`config.mk`:
```
export PLATFORM = sky130hd
export DESIGN_NAME = riscv_irq_arbiter_flat
export DESIGN_NICKNAME = d
export VERILOG_FILES = /design/src/rtl/riscv_irq_arbiter_if.sv /design/src/rtl/riscv_irq_arbiter.sv /design/src/flat_wrapper.sv
export SDC_FILE = /design/constraint.sdc
export NUM_CORES = 1
export LEC_CHECK = 0
export ABC_AREA = 1
export BUFFER_PORTS_ARGS = -buffer_cell sky130_fd_sc_hd__buf_2
export CORE_MARGIN = 1
export CORE_UTILIZATION = 30
export CTS_CLUSTER_DIAMETER = 80
export DETAILED_ROUTE_END_ITERATION = 10
export PLACE_DENSITY = 0.53
export SLEW_MARGIN = 30
export SYNTH_ARGS = -nofsm -noshare
export SYNTH_HDL_FRONTEND = slang
export SYNTH_SLANG_ARGS = --single-unit
export TNS_END_PERCENT = 1
```
`constraint.sdc`:
```
create_clock -name clk -period 3.6 [get_ports clk]
set_input_delay 0.72 -clock clk [delete_from_list [all_inputs] [get_ports clk]]
set_output_delay 0.72 -clock clk [all_outputs]
set_load 0.05 [all_outputs]
```
`src/rtl/riscv_irq_arbiter_if.sv`:
```
// ----------------------------------------------------------------------------
// riscv_irq_arbiter_if
// Handshake between the interrupt arbiter and the core interrupt controller.
//
// Signals:
//   irq_o        arbiter -> controller  interrupt request
//   irq_sec_o    arbiter -> controller  secure bit of the presented id
//   irq_id_o     arbiter -> controller  presented interrupt id
//   irq_ack_i    controller -> arbiter  one-cycle acknowledge pulse
//   irq_ack_id_i controller -> arbiter  id being acknowledged
//
// Modports:
//   master  used by the arbiter (drives the request)
//   slave   used by the controller (drives the acknowledge)
// ----------------------------------------------------------------------------
interface riscv_irq_arbiter_if #(
    parameter int ID_W = 5
);
    logic            irq_o;
    logic            irq_sec_o;
    logic [ID_W-1:0] irq_id_o;
    logic            irq_ack_i;
    logic [ID_W-1:0] irq_ack_id_i;

    modport master (
        output irq_o,
        output irq_sec_o,
        output irq_id_o,
        input  irq_ack_i,
        input  irq_ack_id_i
    );

    modport slave (
        input  irq_o,
        input  irq_sec_o,
        input  irq_id_o,
        output irq_ack_i,
        output irq_ack_id_i
    );
endinterface

```
`src/rtl/riscv_irq_arbiter.sv`:
```
// ----------------------------------------------------------------------------
// riscv_irq_arbiter
// Aggregates NUM_IRQ external interrupt lines into a single request, secure
// bit and id for the core interrupt controller. Each source has an enable,
// a secure attribute and a trigger mode (level, or rising edge latched as
// pending). A registered arbiter picks one winner and holds it stable until
// the core acknowledges it or the source is withdrawn.
//
// Ports:
//   clk             core clock
//   rst_n           asynchronous active-low reset
//   irq_lines_i     raw interrupt lines, synchronous to clk
//   irq_en_mask_i   per-source enable (1 = may request)
//   irq_sec_mask_i  per-source secure attribute
//   irq_edge_i      trigger mode (1 = rising edge latched, 0 = level)
//   irq_bus         controller handshake (master modport):
//                   irq_o / irq_sec_o / irq_id_o out, irq_ack_i / irq_ack_id_i in
//   irq_pending_o   current pending vector (debug / CSR readback)
//
// Build option:
//   IRQ_ARB_RR_EN   when defined, round-robin arbitration with a pointer that
//                   moves to (acked id + 1) mod NUM_IRQ on each matching ack;
//                   otherwise fixed lowest-index priority and no pointer.
// ----------------------------------------------------------------------------
module riscv_irq_arbiter #(
    parameter int NUM_IRQ = 32,
    parameter int ID_W    = 5
) (
    input  logic                   clk,
    input  logic                   rst_n,
    input  logic [NUM_IRQ-1:0]     irq_lines_i,
    input  logic [NUM_IRQ-1:0]     irq_en_mask_i,
    input  logic [NUM_IRQ-1:0]     irq_sec_mask_i,
    input  logic [NUM_IRQ-1:0]     irq_edge_i,
    riscv_irq_arbiter_if.master    irq_bus,
    output logic [NUM_IRQ-1:0]     irq_pending_o
);

    typedef enum logic [0:0] {
        ST_IDLE    = 1'b0,
        ST_PRESENT = 1'b1
    } state_t;

    logic [NUM_IRQ-1:0] lines_r;
    logic [NUM_IRQ-1:0] pending_r;
    logic [NUM_IRQ-1:0] pending_s;
    logic [NUM_IRQ-1:0] rise_s;
    logic [NUM_IRQ-1:0] elig_s;

    state_t             state_r;
    state_t             state_s;
    logic               irq_r;
    logic               irq_s;
    logic               sec_r;
    logic               sec_s;
    logic [ID_W-1:0]    id_r;
    logic [ID_W-1:0]    id_s;

    logic               win_vld_s;
    logic [ID_W-1:0]    win_id_s;
    logic               win_sec_s;
    logic               cur_elig_s;
    logic               ack_match_s;

    assign rise_s      = irq_lines_i & ~lines_r;
    assign elig_s      = pending_r & irq_en_mask_i;
    assign ack_match_s = irq_bus.irq_ack_i & (irq_bus.irq_ack_id_i == id_r);

    // Next pending vector: edge sources latch rises (set beats ack clear), level sources follow the line
    always_comb begin
        pending_s = pending_r;
        for (int i = 0; i < NUM_IRQ; i++) begin
            if (irq_edge_i[i]) begin
                if (rise_s[i]) begin
                    pending_s[i] = 1'b1;
                end else if (irq_bus.irq_ack_i && (irq_bus.irq_ack_id_i == ID_W'(i))) begin
                    // ids at or above NUM_IRQ never match any i and are ignored
                    pending_s[i] = 1'b0;
                end else begin
                    pending_s[i] = pending_r[i];
                end
            end else begin
                pending_s[i] = irq_lines_i[i];
            end
        end
    end

`ifdef IRQ_ARB_RR_EN
    logic [ID_W-1:0] rr_ptr_r;
    logic [ID_W-1:0] rr_ptr_s;
    logic            hi_vld_s;
    logic [ID_W-1:0] hi_id_s;
    logic            lo_vld_s;
    logic [ID_W-1:0] lo_id_s;

    // Round-robin winner: lowest eligible index at or above the pointer, else wrap to lowest overall
    always_comb begin
        hi_vld_s = 1'b0;
        hi_id_s  = {ID_W{1'b0}};
        lo_vld_s = 1'b0;
        lo_id_s  = {ID_W{1'b0}};
        // Scanning downwards leaves the lowest matching index in place
        for (int i = NUM_IRQ - 1; i >= 0; i--) begin
            hi_id_s  = (elig_s[i] && (ID_W'(i) >= rr_ptr_r)) ? ID_W'(i) : hi_id_s;
            hi_vld_s = hi_vld_s | (elig_s[i] & (ID_W'(i) >= rr_ptr_r));
            lo_id_s  = elig_s[i] ? ID_W'(i) : lo_id_s;
            lo_vld_s = lo_vld_s | elig_s[i];
        end
        win_vld_s = lo_vld_s;
        win_id_s  = hi_vld_s ? hi_id_s : lo_id_s;
    end

    // Pointer advances past the acknowledged id, wrapping at NUM_IRQ
    always_comb begin
        rr_ptr_s = rr_ptr_r;
        if ((state_r == ST_PRESENT) && ack_match_s) begin
            rr_ptr_s = (id_r == ID_W'(NUM_IRQ - 1)) ? {ID_W{1'b0}} : (id_r + ID_W'(1));
        end else begin
            rr_ptr_s = rr_ptr_r;
        end
    end

    // Round-robin pointer register
    always_ff @(posedge clk or negedge rst_n) begin
        if (!rst_n) begin
            rr_ptr_r <= {ID_W{1'b0}};
        end else begin
            rr_ptr_r <= rr_ptr_s;
        end
    end
`else
    // Fixed-priority winner: lowest eligible index
    always_comb begin
        win_vld_s = 1'b0;
        win_id_s  = {ID_W{1'b0}};
        for (int i = NUM_IRQ - 1; i >= 0; i--) begin
            win_id_s  = elig_s[i] ? ID_W'(i) : win_id_s;
            win_vld_s = win_vld_s | elig_s[i];
        end
    end
`endif

    // Secure bit of the candidate winner and eligibility of the presented id
    always_comb begin
        win_sec_s  = 1'b0;
        cur_elig_s = 1'b0;
        for (int i = 0; i < NUM_IRQ; i++) begin
            win_sec_s  = win_sec_s  | (irq_sec_mask_i[i] & (win_id_s == ID_W'(i)));
            cur_elig_s = cur_elig_s | (elig_s[i] & (id_r == ID_W'(i)));
        end
    end

    // Presentation FSM next state and next registered outputs
    always_comb begin
        state_s = state_r;
        irq_s   = irq_r;
        sec_s   = sec_r;
        id_s    = id_r;
        case (state_r)
            ST_IDLE: begin
                irq_s = 1'b0;
                if (win_vld_s) begin
                    state_s = ST_PRESENT;
                    irq_s   = 1'b1;
                    id_s    = win_id_s;
                    sec_s   = win_sec_s;
                end else begin
                    state_s = ST_IDLE;
                end
            end
            ST_PRESENT: begin
                // Ack wins over a simultaneous withdrawal; both return to IDLE
                // for at least one cycle so the controller sees irq_o low.
                if (ack_match_s || !cur_elig_s) begin
                    state_s = ST_IDLE;
                    irq_s   = 1'b0;
                    sec_s   = 1'b0;
                end else begin
                    state_s = ST_PRESENT;
                    irq_s   = 1'b1;
                end
            end
            default: begin
                state_s = ST_IDLE;
                irq_s   = 1'b0;
                sec_s   = 1'b0;
            end
        endcase
    end

    // State, line sample, pending and output registers
    always_ff @(posedge clk or negedge rst_n) begin
        if (!rst_n) begin
            state_r   <= ST_IDLE;
            lines_r   <= {NUM_IRQ{1'b0}};
            pending_r <= {NUM_IRQ{1'b0}};
            irq_r     <= 1'b0;
            sec_r     <= 1'b0;
            id_r      <= {ID_W{1'b0}};
        end else begin
            state_r   <= state_s;
            lines_r   <= irq_lines_i;
            pending_r <= pending_s;
            irq_r     <= irq_s;
            sec_r     <= sec_s;
            id_r      <= id_s;
        end
    end

    assign irq_bus.irq_o     = irq_r;
    assign irq_bus.irq_sec_o = sec_r;
    assign irq_bus.irq_id_o  = id_r;
    assign irq_pending_o     = pending_r;

endmodule

```
`src/flat_wrapper.sv`:
```
// flat-port wrapper written by rule: the top's interface ports become plain ports
module riscv_irq_arbiter_flat 
#(
    parameter int NUM_IRQ = 32,
    parameter int ID_W    = 5
)
  (clk, rst_n, irq_lines_i, irq_en_mask_i, irq_sec_mask_i, irq_edge_i, irq_pending_o, irq_bus_irq_o, irq_bus_irq_sec_o, irq_bus_irq_id_o, irq_bus_irq_ack_i, irq_bus_irq_ack_id_i);
  riscv_irq_arbiter_if #(.ID_W(ID_W)) irq_bus_i ();
  input  logic clk;
  input  logic rst_n;
  input  logic [NUM_IRQ-1:0] irq_lines_i;
  input  logic [NUM_IRQ-1:0] irq_en_mask_i;
  input  logic [NUM_IRQ-1:0] irq_sec_mask_i;
  input  logic [NUM_IRQ-1:0] irq_edge_i;
  output logic [NUM_IRQ-1:0] irq_pending_o;
  output wire logic [$bits(irq_bus_i.irq_o)-1:0] irq_bus_irq_o;
  output wire logic [$bits(irq_bus_i.irq_sec_o)-1:0] irq_bus_irq_sec_o;
  output wire logic [$bits(irq_bus_i.irq_id_o)-1:0] irq_bus_irq_id_o;
  input wire logic [$bits(irq_bus_i.irq_ack_i)-1:0] irq_bus_irq_ack_i;
  input wire logic [$bits(irq_bus_i.irq_ack_id_i)-1:0] irq_bus_irq_ack_id_i;
  assign irq_bus_irq_o = irq_bus_i.irq_o;
  assign irq_bus_irq_sec_o = irq_bus_i.irq_sec_o;
  assign irq_bus_irq_id_o = irq_bus_i.irq_id_o;
  assign irq_bus_i.irq_ack_i = irq_bus_irq_ack_i;
  assign irq_bus_i.irq_ack_id_i = irq_bus_irq_ack_id_i;
  riscv_irq_arbiter #(.NUM_IRQ(NUM_IRQ), .ID_W(ID_W)) u_core (.clk(clk), .rst_n(rst_n), .irq_lines_i(irq_lines_i), .irq_en_mask_i(irq_en_mask_i), .irq_sec_mask_i(irq_sec_mask_i), .irq_edge_i(irq_edge_i), .irq_bus(irq_bus_i), .irq_pending_o(irq_pending_o));
endmodule
```
; ---- Word-level counts from Yosys, hierarchy flattened
; Index checks and enable logic that the tools add are counted.
[classes]
reduce_logical = 39
n_mux = 134
bitwise = 162
n_eq_ne = 128
[op_table]
columns = op, n
row1 = $eq 5x5->1 const B, 48
row2 = $mux 5, 32
row3 = $eq 5x4->1 const B, 24
row4 = $mux 1, 100
row5 = $ne 3x1->1 const B, 32
row6 = $or 1x1->1, 93
row7 = $and 1x1->1, 65
row8 = $and 32x32->32, 2
row9 = $eq 5x3->1 const B, 12
row10 = $logic_and 1x1->1, 32
row11 = $not 32->32, 1
row12 = $eq 5x2->1 const B, 6
row13 = $eq 5x1->1 const B, 3
row14 = $logic_not 5->1, 3
row15 = $eq 5x5->1, 1
row16 = $pmux 1 s2, 2
row17 = $reduce_and 2->1, 2
row18 = $ne 2x1->1 const B, 1
row19 = $ne 2x2->1 const B, 1
row20 = $logic_not 1->1, 1
row21 = $logic_or 1x1->1, 1
row22 = $not 1->1, 1
[totals]
output_inout_bits = 39
regBits = 71
word_cells = 499

; ---- Longest topological paths before layout
[depth]
ltp_word = 68
ltp_mapped = 40
depth_no_buf = 40

; ---- Least setup slack after synthesis
; Ideal clock, no wire load.
[synth_timing]
kind = input to register
startpoint = input port irq_en_mask_i[31]
endpoint = register u_core.sec_r (netlist: u_core.irq_bus.irq_sec_o)
setup_ns = 0.067
path_slack_ns = 0.647
required_time_ns = 3.533
stages = 40
n_path_buf = 0
arrival_ns = 2.887
path_cell_list = nand2_1 -> inv_2 -> nand2_1 -> nand2_1 -> nand2_1 -> nand2_1 -> nand2_1 -> nand2_1 -> nand2_1 -> nand2_1 -> nand2_1 -> nand2_1 -> nand2_1 -> nand2_1 -> nand2_1 -> nand2_1 -> nand2_1 -> nand2_1 -> [4 not listed] -> nand2_1 -> nand2_1 -> nand2_1 -> nand2_1 -> nand2_1 -> nand2_1 -> nand2_2 -> nand2_4 -> nand2_8 -> nand2_8 -> nand2_8 -> nor2_8 -> nand3_1 -> nand2_1 -> nor2_1 -> nand3_1 -> nand3_1 -> nand2_1
[synth_via]
elab_chain_len = 68
[synth_rtl]
columns = element, line_no
row1 = from (decl), flat_wrapper.sv:12  ; input logic [NUM_IRQ-1:0] irq_en_mask_i;
row2 = $and 32x32->32 (*), riscv_irq_arbiter.sv:66  ; assign elig_s = pending_r & irq_en_mask_i;
row3 = $mux 5 (32 in series), riscv_irq_arbiter.sv:137  ; win_id_s = elig_s[i] ? ID_W'(i) : win_id_s;
row4 = $eq 5x1->1 or $logic_not 5->1 (tied branches), riscv_irq_arbiter.sv:148  ; win_sec_s = win_sec_s | (irq_sec_mask_i[i] & (win_id_s == ID_W'(i)));
row5 = $and 1x1->1, riscv_irq_arbiter.sv:148
row6 = $or 1x1->1 (31 in series), riscv_irq_arbiter.sv:148
row7 = $mux 1, riscv_irq_arbiter.sv:162  ; if (win_vld_s) begin
row8 = $pmux 1 s2, riscv_irq_arbiter.sv:159  ; case (state_r)
row9 = to (signal assigned), riscv_irq_arbiter.sv:205  ; sec_r <= sec_s;
row10 = to (decl), riscv_irq_arbiter.sv:54  ; logic sec_r;
; Mark *: on every way between the ends. The rest lies on a longest branch, timed or not. The select of a mux whose other input is x is not followed.
; A chain may end at the register's enable or synchronous reset.

; ---- Worst setup path in the final report
; Same ends and word-level chain as after synthesis.

==> flow_results.org <==
** Run status
- The run finished with clean final reports.

** Final layout
- Number of filler cells placed in the layout :: 1366
- The finished layout holds 893 standard cells, fillers aside.
- The net count of the finished layout is 852.
- Relative to the synthesized area, the layout overhead comes to 36.2%.
- Once layout is done, the placed cells without fillers occupy 5300 um2.
- Ant. Diodes :: 0
- Cells with a size suffix above 1 make up 28.0% of the layout.

** Placed design
- Number of port buffers :: 174
- Placed insts :: 877
- The placed instances occupy a cell area of 4980 um2.
- The congestion estimate from routability-driven global placement came to 0.896.
- The HPWL after detailed placement is 11200 um.

** Setup path
- Required time at the endpoint of the critical path :: 3830 ps
- Slowest cell on crit path :: nand2_8
- STA classifies the critical path endpoint as a flop.
- Category of the worst setup path launch point :: primary input
- Counting both buffers and inverters, the worst setup path holds a total of 2.
- Of all nets on the critical path, the largest fanout is 10.
- Critical Path AT :: 3250 ps
- The largest single stage delay on the critical path is 120 ps.
- CP dominant cell by count :: nand2_1
- Crit path kind :: in2reg
- The worst register-to-register path begins at u_core.irq_pending_o[31]$_DFFE_PN0P_.
- The most critical setup path has its startpoint at irq_en_mask_i[31].
- Dominant delay contributor by cell family on the critical path :: simple AND/OR/NAND/NOR gates

** Yosys
- After synthesis, the netlist uses 28 different library cells.
- Synth top area share :: 45.7%
- Counting flops and latches in the post-synthesis netlist gives 71.
- YS warnings :: 0
- Summing the sequential cell areas from Yosys gives 45.7% of the chip area.
- Mean cell area of the mapped netlist :: 7.30 um2
- Counting every instance in the synthesized netlist gives 533.
- In the post-synthesis netlist, the biggest area contributors are dfrtp_1 (46%), nand2_1 (22%), nor2_1 (6.4%).
- The biggest area contributor in the post-synthesis netlist is dfrtp_1.
- Synthesis produced a netlist with a net count of 669.
- Netlist Area Pre-Place :: 3890 um2

** Global routing
- Total congestion overflow :: 0
- The number of antenna violations at the first check in global routing was 0.
- Entering global routing, the biggest net connects 72 pins.
- Total track usage :: 21.6%
- The number of global-route vias before repair is 4073.
- The first global-routing pass estimated 21200 um of wire.

** Timing
- Summed over all failing endpoints, the final setup total negative slack is 0 ps.
- The number of slew-limit violations in the final report came to 0.
- Final Cycle Share :: 84.0%
- Total of endpoints with negative setup slack in the final report :: 0
- Endpoints failing hold :: 0
- Counting I/O delays and the setup requirement, the final critical path takes 3020 ps.
- Setup repair after global routing left no endpoint under its margin.
- Maximum clock rate :: 331 MHz
- Clock skew on the completed layout was measured at 5.34 ps.
- For the pin with the worst max-slew slack, the measured transition is 915 ps.
- Headroom to the max-slew limit came out at 38.9%.

** Clock network
- The clock reaches the later pin of the worst-skew pair after 340 ps.
- The clock passes through at most 2 buffers.
- Count of hold buffers inserted by post-cts repair :: 0
- The H-tree was split into 3 levels.
- After clock tree synthesis, the clock-pin slew on the worst setup and hold paths is 50 ps.
- Num CTS Buffers :: 9
- The root buffer cell chosen for the clock tree is clkbuf_16.
- Clk sink count :: 71
- PostCTS Resize Cnt :: 0
- The number of setup buffers added after CTS is 0.
- TritonCTS clock tree :: done

** Power and ir drop
- In this run the power density over the cells is 526 nW/um2.
- Static leakage :: 2.81 nW
- IR drop worst, VDD :: 0.316 mV

** Min path
- Hold/Removal Path Class :: in2async

** Detailed routing
- In the routed design, unresolved DRC markers number 0.
- Antenna violation net count after detailed routing :: 0
- Summed over all layers, the routed wires come to 13900 um.
- The routed layout has 4321 vias.
- Detailed-route wire length per cell :: 15.6 um
- Via-to-Cell Ratio :: 4.84
- Drt initial violations :: 380
- First-pass iteration count of the detailed router :: 5

** Die
- The floorplan step defined a die boundary enclosing 13400 um2.
- Row count :: 41
- DIE WIDTH :: 116 um
- Starting Density :: 30.8%
- Number of I/O pins :: 175
- Die height :: 116 um
- The core region is 12600 um2.

** Run
- Max-cap violations :: 0
per-layer routing:
metal  wire length, um  GRT usage [%]  vias to the layer above
li1                  -              -                     2140
met1              6220           28.0                     1999
met2              6440           35.1                      163
met3              1040           4.65                       19
met4               255           8.55                        0
met5                 0              0                        -
worst paths after layout:
check | end | slack, ps | depth (start not counted)
setup / recovery | u_core.irq_bus.irq_sec_o$_DFFE_PN0P_ | 580 | 41
hold / removal | u_core.lines_r[29]$_DFF_PN0_ | 390 | 1
setup reg to reg | u_core.irq_bus.irq_sec_o$_DFFE_PN0P_ | 620 | 40
hold reg to reg | u_core.irq_pending_o[13]$_DFFE_PN0P_ | 490 | 3
max in group asynchronous | u_core.irq_bus.irq_id_o[3]$_DFFE_PN0P_ | 2750 | 1
min in group clk | u_core.irq_pending_o[13]$_DFFE_PN0P_ | 490 | 3
synthesized netlist by cell type, drive strengths merged:
library cell  count
nor4              2
nor3              5
nand4            19
o31ai             1
nor2b             1
o21bai            1
o22ai            10
nor2             68
inv              36
o32ai             1
buf               1
o211ai           33
dfrtp            71
a21oi             4
a31oi             3
clkbuf            3
a311oi            2
o21ai             7
a211oi            1
nand3            21
o221ai            2
nand2           241
kinds of logic (layout without fill, tap and decap cells):
group | after synthesis | after routing | synth area share [%]
AND/OR/NAND/NOR | 357 | 357 | 38.9
flip-flops | 71 | 71 | 45.7
AO/OA/AOI/OAI | 65 | 65 | 11.6
buffers and inverters | 40 | 228 | 3.89
cell usage in the layout (no fill, tap or decap):
cell / instances
inv_2: 1
nor2_8: 1
clkbuf_16: 9
bufinv_16: 1
clkbuf_1: 2
buf_4: 2
nand3_1: 21
a311oi_1: 2
dfrtp_1: 71
nand4_1: 19
nor3_1: 4
nand2_8: 3
o32ai_1: 1
buf_6: 1
o21bai_1: 1
a21oi_1: 4
inv_1: 35
o22ai_1: 10
o21ai_0: 7
nor3_2: 1
o211ai_1: 33
o221ai_1: 2
nor2_1: 66
nor2_2: 1
a211oi_1: 1
a31oi_1: 3
nand2_1: 233
nand2_2: 4
buf_2: 173
nor2b_1: 1
nor4_1: 2
o31ai_1: 1
nand2_4: 1
clkbuf_8: 3
clkinvlp_4: 1
where the power goes:
| part | switching (mW) | total [mW] | leakage (nW) | internal [mW] |
|---|---|---|---|---|
| clock network | 0.330 | 0.924 | 0.149 | 0.593 |
| logic | 0.643 | 0.894 | 1.83 | 0.251 |
| registers | 0.0916 | 0.971 | 0.829 | 0.879 |
stage by stage:
step	util, %	power [mW]	setup WS, ps	hold WS, ps
after floorplan	-	1.55	647	424
after global placement	39.5	1.87	285	480
after detailed placement	39.5	1.87	229	485
after CTS	41.9	2.81	568	487
after global routing	42.0	2.94	157	453
final	42.0	2.79	576	395
sequential cells by signal (all words and copies together) (netlist names):
signal / count
u_core.irq_bus.irq_id_o: 5
u_core.irq_bus.irq_sec_o: 1
u_core.irq_pending_o: 32
u_core.lines_r: 32
u_core.state_r: 1
area by class of cell:
| cell class | count | area, um2 | area share, % |
|---|---|---|---|
| multi-input cells | 422 | 1970 | 37.1 |
| flip-flops and latches | 71 | 1780 | 33.5 |
| repair buffers | 176 | 892 | 16.8 |
| clock buffers | 14 | 274 | 5.17 |
| well taps | 172 | 215 | 4.06 |
| inverters | 36 | 135 | 2.55 |
| clock inverters | 2 | 37.5 | 0.708 |
(Power assumes the default switching activity.)
